===== src/rtl/cpu_ctrl_pkg.sv =====
// +----------------------------------------------------------------------+
// | cpu_ctrl_pkg : shared types and constants for the LEGv8 control FSM   |
// | Rev 1.0                                                              |
// +----------------------------------------------------------------------+
`default_nettype none

package cpu_ctrl_pkg;

  typedef enum logic [2:0] {
    IDLE   = 3'd0,
    DECODE = 3'd1,
    EXEC   = 3'd2,
    MEM    = 3'd3,
    WB     = 3'd4,
    DONE   = 3'd5
  } state_t;

  typedef enum logic [2:0] {
    C_ADDI = 3'd0,
    C_ADDS = 3'd1,
    C_SUBS = 3'd2,
    C_LDUR = 3'd3,
    C_STUR = 3'd4,
    C_B    = 3'd5,
    C_CBZ  = 3'd6,
    C_ILL  = 3'd7
  } instr_class_t;

  // Opcode prefixes; each is compared against the top bits of instr[31:21].
  localparam logic [9:0]  OP_ADDI = 10'b1001000100;
  localparam logic [10:0] OP_ADDS = 11'b10101011000;
  localparam logic [10:0] OP_SUBS = 11'b11101011000;
  localparam logic [10:0] OP_LDUR = 11'b11111000010;
  localparam logic [10:0] OP_STUR = 11'b11111000000;
  localparam logic [5:0]  OP_B    = 6'b000101;
  localparam logic [7:0]  OP_CBZ  = 8'b10110100;

  localparam logic [2:0] ALU_PASSB = 3'b000;
  localparam logic [2:0] ALU_ADD   = 3'b010;
  localparam logic [2:0] ALU_SUB   = 3'b011;

  function automatic logic is_mem_class(input instr_class_t cls);
    return (cls == C_LDUR) || (cls == C_STUR);
  endfunction

  function automatic logic is_imm_alu_class(input instr_class_t cls);
    return (cls == C_ADDI) || is_mem_class(cls);
  endfunction

endpackage

`default_nettype wire


===== src/rtl/instr_classify.sv =====
// +----------------------------------------------------------------------+
// | instr_classify : combinational opcode -> instruction class decoder    |
// | Rev 1.0                                                              |
// +----------------------------------------------------------------------+
`default_nettype none

module instr_classify
  import cpu_ctrl_pkg::*;
(
  input  logic [10:0]  opcode,
  output instr_class_t cls
);

  always_comb begin
    cls = C_ILL;
    if (opcode[10:1] == OP_ADDI)      cls = C_ADDI;
    else if (opcode == OP_ADDS)       cls = C_ADDS;
    else if (opcode == OP_SUBS)       cls = C_SUBS;
    else if (opcode == OP_LDUR)       cls = C_LDUR;
    else if (opcode == OP_STUR)       cls = C_STUR;
    else if (opcode[10:5] == OP_B)    cls = C_B;
    else if (opcode[10:3] == OP_CBZ)  cls = C_CBZ;
  end

endmodule

`default_nettype wire


===== src/rtl/cpu_control_fsm.sv =====
// +----------------------------------------------------------------------+
// | cpu_control_fsm : multi-cycle LEGv8 control unit driving the datapath |
// | Rev 1.0                                                              |
// +----------------------------------------------------------------------+
`default_nettype none

module cpu_control_fsm
  import cpu_ctrl_pkg::*;
#(
  parameter int BR_W = 26
)
(
  input  logic            clk,
  input  logic            reset,
  input  logic [31:0]     instr,
  input  logic            instr_valid,
  output logic            instr_ready,
  input  logic            Zero,
  output logic [4:0]      Rd,
  output logic [4:0]      Rm,
  output logic [4:0]      Rn,
  output logic [11:0]     AddI12,
  output logic            Reg2Loc,
  output logic            ALUSrc,
  output logic [2:0]      ALUOp,
  output logic            RegWrite,
  output logic            MemWrite,
  output logic            MemToReg,
  output logic            pc_update,
  output logic            br_taken,
  output logic [BR_W-1:0] br_imm,
  output logic            flag_z,
  output logic            illegal
);

  state_t       r_state;
  state_t       w_state_nxt;
  logic [31:0]  r_instr;
  logic         r_flag_z;
  logic         r_br_taken;
  instr_class_t w_class;
  logic         w_accept;

  instr_classify u_classify (
    .opcode (r_instr[31:21]),
    .cls    (w_class)
  );

  assign w_accept = (r_state == IDLE) && instr_valid;

  always_ff @(posedge clk) begin
    if (!reset) begin
      r_state <= IDLE;
    end else begin
      r_state <= w_state_nxt;
    end
  end

  // Instruction latch and the flags resolved during EXEC.
  always_ff @(posedge clk) begin
    if (!reset) begin
      r_instr    <= '0;
      r_flag_z   <= 1'b0;
      r_br_taken <= 1'b0;
    end else begin
      if (w_accept) begin
        r_instr    <= instr;
        r_br_taken <= 1'b0;
      end
      if (r_state == EXEC) begin
        case (w_class)
          C_ADDS, C_SUBS: r_flag_z   <= Zero;
          C_CBZ:          r_br_taken <= Zero;
          C_B:            r_br_taken <= 1'b1;
          default:        ;
        endcase
      end
    end
  end

  always_comb begin
    w_state_nxt = r_state;
    case (r_state)
      IDLE:   if (instr_valid) w_state_nxt = DECODE;
      DECODE: w_state_nxt = (w_class == C_ILL) ? DONE : EXEC;
      EXEC: begin
        case (w_class)
          C_LDUR, C_STUR: w_state_nxt = MEM;
          C_B, C_CBZ:     w_state_nxt = DONE;
          default:        w_state_nxt = WB;
        endcase
      end
      MEM:     w_state_nxt = (w_class == C_STUR) ? DONE : WB;
      WB:      w_state_nxt = DONE;
      DONE:    w_state_nxt = IDLE;
      default: w_state_nxt = IDLE;
    endcase
  end

  // ALU controls hold from EXEC through WB so the ALU result is stable at writeback.
  always_comb begin
    instr_ready = 1'b0;
    Reg2Loc     = 1'b0;
    ALUSrc      = 1'b0;
    ALUOp       = ALU_PASSB;
    RegWrite    = 1'b0;
    MemWrite    = 1'b0;
    MemToReg    = 1'b0;
    pc_update   = 1'b0;
    br_taken    = 1'b0;
    illegal     = 1'b0;

    case (r_state)
      IDLE: instr_ready = 1'b1;
      EXEC, MEM, WB: begin
        if (is_imm_alu_class(w_class)) begin
          ALUSrc = 1'b1;
          ALUOp  = ALU_ADD;
        end else if (w_class == C_ADDS) begin
          Reg2Loc = 1'b1;
          ALUOp   = ALU_ADD;
        end else if (w_class == C_SUBS) begin
          Reg2Loc = 1'b1;
          ALUOp   = ALU_SUB;
        end
        if (r_state == MEM && w_class == C_STUR) MemWrite = 1'b1;
        if (r_state == WB) begin
          RegWrite = 1'b1;
          MemToReg = (w_class == C_LDUR);
        end
      end
      DONE: begin
        pc_update = 1'b1;
        br_taken  = r_br_taken;
        illegal   = (w_class == C_ILL);
      end
      default: ;
    endcase
  end

  assign Rd     = r_instr[4:0];
  assign Rn     = r_instr[9:5];
  assign Rm     = r_instr[20:16];
  assign flag_z = r_flag_z;

  always_comb begin
    case (w_class)
      C_ADDI:         AddI12 = r_instr[21:10];
      C_LDUR, C_STUR: AddI12 = {3'b000, r_instr[20:12]};
      default:        AddI12 = '0;
    endcase
  end

  always_comb begin
    case (w_class)
      C_B:     br_imm = BR_W'($signed(r_instr[25:0]));
      C_CBZ:   br_imm = BR_W'($signed(r_instr[23:5]));
      default: br_imm = '0;
    endcase
  end

endmodule

`default_nettype wire


===== config.mk =====
export PLATFORM = sky130hd
export DESIGN_NAME = cpu_control_fsm
export DESIGN_NICKNAME = d
export VERILOG_FILES = /design/src/rtl/cpu_ctrl_pkg.sv /design/src/rtl/instr_classify.sv /design/src/rtl/cpu_control_fsm.sv
export SDC_FILE = /design/constraint.sdc
export NUM_CORES = 1
export LEC_CHECK = 0
export ABC_CLOCK_PERIOD_IN_PS = 2550
export BUFFER_PORTS_ARGS = -buffer_cell sky130_fd_sc_hd__buf_2
export CORE_AREA = 2 2 95 97
export DETAILED_ROUTE_END_ITERATION = 10
export DIE_AREA = 0 0 97 99
export GPL_ROUTABILITY_DRIVEN = 1
export PLACE_DENSITY_LB_ADDON = 0.2
export SLEW_MARGIN = 40
export SYNTH_ARGS = -nofsm -noshare
export SYNTH_HDL_FRONTEND = slang
export SYNTH_HIERARCHICAL = 1
export SYNTH_SLANG_ARGS = --single-unit

===== constraint.sdc =====
create_clock -name clk -period 2.55 [get_ports clk]
set_input_delay 0 -clock clk [delete_from_list [all_inputs] [get_ports clk]]
set_output_delay 0 -clock clk [all_outputs]
set_load 0.005 [all_outputs]

==> impl_results.html <==
<table>
<tr><th>Metric</th><th>Value</th></tr>
<tr><th colspan="2">Status</th></tr>
<tr><td>Status</td><td>complete, no violations</td></tr>
<tr><th colspan="2">Synthesis</th></tr>
<tr><td>Yosys warning count</td><td>6</td></tr>
<tr><td>Primary FF master, synth</td><td>sky130_fd_sc_hd__dfxtp_1</td></tr>
<tr><td>Post-synth EDFFs</td><td>0</td></tr>
<tr><td>Syn_nets</td><td>roughly 330</td></tr>
<tr><td>Avg Cell Area, Syn</td><td>slightly below 8 sq um</td></tr>
<tr><td>Distinct cells, synth</td><td>48</td></tr>
<tr><td>Proportion of synthesized flip-flops having asynchronous set or reset</td><td>0</td></tr>
<tr><td>Synthesized instance count</td><td>292</td></tr>
<tr><td>Number of flip-flops and latches in the synthesized netlist</td><td>37</td></tr>
<tr><td>Seq/Total Area, Yosys</td><td>0.326</td></tr>
<tr><td>Total standard cell area after synthesis</td><td>between 2000 and 2500 sq um</td></tr>
<tr><th colspan="2">Global route</th></tr>
<tr><td>Initial antenna violation count</td><td>0</td></tr>
<tr><td>Number of global-route vias before repair</td><td>~2400</td></tr>
<tr><td>Aggregate global routing overflow</td><td>0</td></tr>
<tr><td>First-pass GRT wire length</td><td>12100 um</td></tr>
<tr><td>Largest net degree at the start of global routing</td><td>34</td></tr>
<tr><td>Total routing resource utilization after global routing</td><td>0.153</td></tr>
<tr><th colspan="2">Layout</th></tr>
<tr><td>Layout cells sized above 1</td><td>0.341</td></tr>
<tr><td>Diode insertion count for antenna repair</td><td>0</td></tr>
<tr><td>Layout Nets</td><td>about 440</td></tr>
<tr><td>Area grow syn2layout</td><td>42.7%</td></tr>
<tr><th colspan="2">Timing</th></tr>
<tr><td>Final hold violation count</td><td>0</td></tr>
<tr><td>Final setup violation count</td><td>0</td></tr>
<tr><td>Sum of negative setup slack</td><td>0 ns</td></tr>
<tr><td>Final critical delay including setup and external delays</td><td>~2.4 ns</td></tr>
<tr><td>Crit share post-route</td><td>0.937</td></tr>
<tr><td>Peak clock frequency supported by timing</td><td>about 420 MHz</td></tr>
<tr><td>PnR worst setup slack</td><td>between 0.15 and 0.2 ns</td></tr>
<tr><td>Clock Skews</td><td>between 0.008 and 0.009 ns</td></tr>
<tr><td>Number of pins exceeding their max-slew limit in the final report</td><td>0</td></tr>
<tr><th colspan="2">Placed design</th></tr>
<tr><td>Port-buffer cells</td><td>100</td></tr>
<tr><td>Estimated wirelength of the detail-placed design</td><td>approximately 5300 um</td></tr>
<tr><td>Pre-CTS worst setup slack</td><td>around 0.12 ns</td></tr>
<tr><td>Final Wtd Congestion</td><td>between 0.7 and 0.8</td></tr>
<tr><th colspan="2">Drt</th></tr>
<tr><td>DRC marker count from the first detailed-route iteration</td><td>102</td></tr>
<tr><td>Vias per inst</td><td>around 4.8</td></tr>
<tr><td>Total Wirelength</td><td>around 7500 um</td></tr>
<tr><td>Top routing layer used</td><td>met4</td></tr>
<tr><td>Routed met1 length</td><td>3780 um</td></tr>
<tr><td>Routed vias</td><td>about 2400</td></tr>
<tr><td>Amount of wire on met2 after detailed routing</td><td>between 3000 and 4000 um</td></tr>
<tr><td>Final ANT Viol Nets</td><td>0</td></tr>
<tr><td>Routed length per instance</td><td>between 10 and 15 um</td></tr>
<tr><td>DRC Markers</td><td>0</td></tr>
<tr><td>Wire length on met3</td><td>approximately 370 um</td></tr>
<tr><td>First drt pass iteration count</td><td>4</td></tr>
<tr><th colspan="2">Clocking</th></tr>
<tr><td>Number of buffers created by CTS</td><td>5</td></tr>
<tr><td>Maximum buffer depth of the clock tree</td><td>2</td></tr>
<tr><td>TritonCTS clock tree</td><td>done</td></tr>
<tr><td>TritonCTS Sinks</td><td>37</td></tr>
<tr><td>Source-to-sink clock delay at the later pin of the worst-skew pair</td><td>~0.29 ns</td></tr>
<tr><td>CTS root buf</td><td>sky130_fd_sc_hd__clkbuf_8</td></tr>
<tr><td>Level count of the clock H-tree</td><td>2</td></tr>
<tr><td>Clock Pin Slew Worst Setup and Hold Paths</td><td>around 0.07 ns</td></tr>
<tr><th colspan="2">Worst setup path</th></tr>
<tr><td>Critical path required time</td><td>2.55 ns</td></tr>
<tr><td>Arr. time, crit path</td><td>around 2.4 ns</td></tr>
<tr><td>Kind of end point of the critical path</td><td>output port</td></tr>
<tr><td>Critical path type</td><td>reg2out</td></tr>
<tr><td>Element type at the critical path start</td><td>register</td></tr>
<tr><td>Maximum fanout along the worst path</td><td>12</td></tr>
<tr><th colspan="2">Die</th></tr>
<tr><td>Placement row count</td><td>34</td></tr>
<tr><td>I/O pin cnt</td><td>roughly 100</td></tr>
<tr><td>Std-Cell Core Area</td><td>8550 sq um</td></tr>
<tr><td>Die Width</td><td>approximately 97 um</td></tr>
<tr><td>Overall die area</td><td>approximately 9600 sq um</td></tr>
<tr><td>Die height</td><td>just under 100 um</td></tr>
<tr><td>Initial core utilization</td><td>0.266</td></tr>
<tr><th colspan="2">Power and ir drop</th></tr>
<tr><td>Leakage component of the power</td><td>between 1.5 and 2 nW</td></tr>
<tr><td>Final Power</td><td>1.48 mW</td></tr>
<tr><td>Peak supply drop</td><td>roughly 200 uV</td></tr>
<tr><td>Cell Pwr Density</td><td>~460 nW/um^2</td></tr>
<tr><th colspan="2">Min path</th></tr>
<tr><td>Class of the tightest hold or removal check</td><td>in2reg</td></tr>
<tr><th colspan="2">Run</th></tr>
<tr><td>Total of max-cap violations</td><td>0</td></tr>
</table>
## logic make-up after synthesis
logic type      synth area share
compound gates             0.263
xor+xnor                 0.00771
buf+inv                    0.117
flops                      0.326
other cells              0.00165
simple gates               0.285
## what timing repair did
action / CTS / global route
pin swaps: 0 / 2
gates resized for setup: 3 / 16
buffers inserted: 0 / 0
endpoints found under the hold margin: 33 / 0
gates cloned: 0 / 0
endpoints found under the setup margin: 35 / 39
hold buffers: 33 / 0
## layout make-up
type                       instances  area (sq um)
multi-input combinational        212          1330
inverter                           4          15.0
timing repair buffer             141           898
clock inverter                     2          37.5
tap                              108           135
clock buffer                       6          82.6
fill                             922          5310
sequential                        37           746
## cell usage in the layout (no fill, tap or decap), types with 2 or more instances in the layout
master                          count
sky130_fd_sc_hd__buf_2            100
sky130_fd_sc_hd__nand2_1           68
sky130_fd_sc_hd__a21oi_1           37
sky130_fd_sc_hd__dfxtp_1           33
sky130_fd_sc_hd__dlygate4sd3_1     33
sky130_fd_sc_hd__a22o_1            27
sky130_fd_sc_hd__nor2_1            11
sky130_fd_sc_hd__and2_1             7
sky130_fd_sc_hd__a21o_1             7
sky130_fd_sc_hd__clkbuf_8           6
sky130_fd_sc_hd__buf_4              6
sky130_fd_sc_hd__nand3_1            5
sky130_fd_sc_hd__dfxtp_2            4
sky130_fd_sc_hd__nand3b_1           3
sky130_fd_sc_hd__inv_1              3
sky130_fd_sc_hd__nor4b_4            3
sky130_fd_sc_hd__a31oi_1            3
sky130_fd_sc_hd__and3b_1            2
sky130_fd_sc_hd__or2_2              2
sky130_fd_sc_hd__nor2b_1            2
sky130_fd_sc_hd__and3_1             2
sky130_fd_sc_hd__a211o_1            2
sky130_fd_sc_hd__nor3b_1            2
sky130_fd_sc_hd__buf_6              2
sky130_fd_sc_hd__a21oi_4            2
## synth_stat cells (2+ instances only)
| cell type | number | area share |
|---|---|---|
| sky130_fd_sc_hd__buf_2 | 15 | 0.033 |
| sky130_fd_sc_hd__buf_6 | 3 | 0.015 |
| sky130_fd_sc_hd__buf_4 | 17 | 0.056 |
| sky130_fd_sc_hd__or2_2 | 2 | 0.0055 |
| sky130_fd_sc_hd__a21o_1 | 7 | 0.023 |
| sky130_fd_sc_hd__nor3b_1 | 2 | 0.0066 |
| sky130_fd_sc_hd__nand3_1 | 5 | 0.011 |
| sky130_fd_sc_hd__nand3b_1 | 3 | 0.0099 |
| sky130_fd_sc_hd__nor4b_4 | 2 | 0.021 |
| sky130_fd_sc_hd__and3_1 | 2 | 0.0055 |
| sky130_fd_sc_hd__a211o_1 | 2 | 0.0077 |
| sky130_fd_sc_hd__a31oi_1 | 3 | 0.0083 |
| sky130_fd_sc_hd__nor2_1 | 12 | 0.020 |
| sky130_fd_sc_hd__and3b_1 | 2 | 0.0077 |
| sky130_fd_sc_hd__a21oi_1 | 38 | 0.084 |
| sky130_fd_sc_hd__clkbuf_1 | 4 | 0.0066 |
| sky130_fd_sc_hd__inv_1 | 3 | 0.0050 |
| sky130_fd_sc_hd__and2_1 | 7 | 0.019 |
| sky130_fd_sc_hd__a22o_1 | 27 | 0.10 |
| sky130_fd_sc_hd__nor2b_1 | 3 | 0.0083 |
| sky130_fd_sc_hd__nor4b_2 | 2 | 0.013 |
| sky130_fd_sc_hd__nand2_1 | 69 | 0.11 |
| sky130_fd_sc_hd__dfxtp_1 | 37 | 0.33 |
## stage by stage
| step | util | area [sq um] | hold slack, ns | cells |
|---|---|---|---|---|
| 2_1_floorplan | - | 2270 | 0.136 | 292 |
| 3_3_place_gp | 0.318 | 2720 | 0.241 | 469 |
| 3_5_place_dp | 0.318 | 2720 | 0.248 | 469 |
| 4_1_cts | 0.372 | 3180 | 0.121 | 510 |
| 5_1_grt | 0.379 | 3240 | 0.145 | 510 |
| 6_report | 0.379 | 3240 | 0.119 | 510 |
## flip-flops by register name, summed over array words and instances, names as in the netlist
| name | cells |
|---|---|
| flag_z | 1 |
| r_state | 3 |
| r_br_taken | 1 |
| r_instr | 32 |
## per-layer routing
metal | GRT usage | up-vias
met4 | 0.0423 | 0
met2 | 0.242 | 82
met1 | 0.218 | 1119
li1 | - | 1223
met5 | 0 | -
met3 | 0.0234 | 2
## critical path, stage by stage, from the launching register on
cell                       delay [ns]
sky130_fd_sc_hd__dfxtp_2         0.37
sky130_fd_sc_hd__nor4b_4         0.38
sky130_fd_sc_hd__nand4b_4        0.16
sky130_fd_sc_hd__a21oi_4         0.20
sky130_fd_sc_hd__nor2_2          0.13
sky130_fd_sc_hd__or2_2           0.32
sky130_fd_sc_hd__nor2_1          0.13
sky130_fd_sc_hd__buf_6           0.16
sky130_fd_sc_hd__a22o_1          0.15
sky130_fd_sc_hd__buf_2           0.11
## where the power goes
| part | internal [mW] | total, mW | switching [mW] |
|---|---|---|---|
| combinational | 0.130 | 0.260 | 0.129 |
| clock | 0.318 | 0.537 | 0.219 |
| sequential | 0.621 | 0.688 | 0.0673 |
| total | 1.07 | 1.48 | 0.415 |
## worst paths after layout
path / cells after the start / endpoint / start / slack (ns)
max reg2reg: 7 / r_state[1]$_SDFFE_PN0P_ / r_instr[30]$_SDFFE_PN0P_ / 0.33
max: 9 / AddI12[4] / r_instr[30]$_SDFFE_PN0P_ / 0.16
min: 3 / r_instr[28]$_SDFFE_PN0P_ / reset / 0.12
min reg2reg: 2 / r_instr[3]$_SDFFE_PN0P_ / r_instr[3]$_SDFFE_PN0P_ / 0.48
Power figures use the tool's default switching activity.
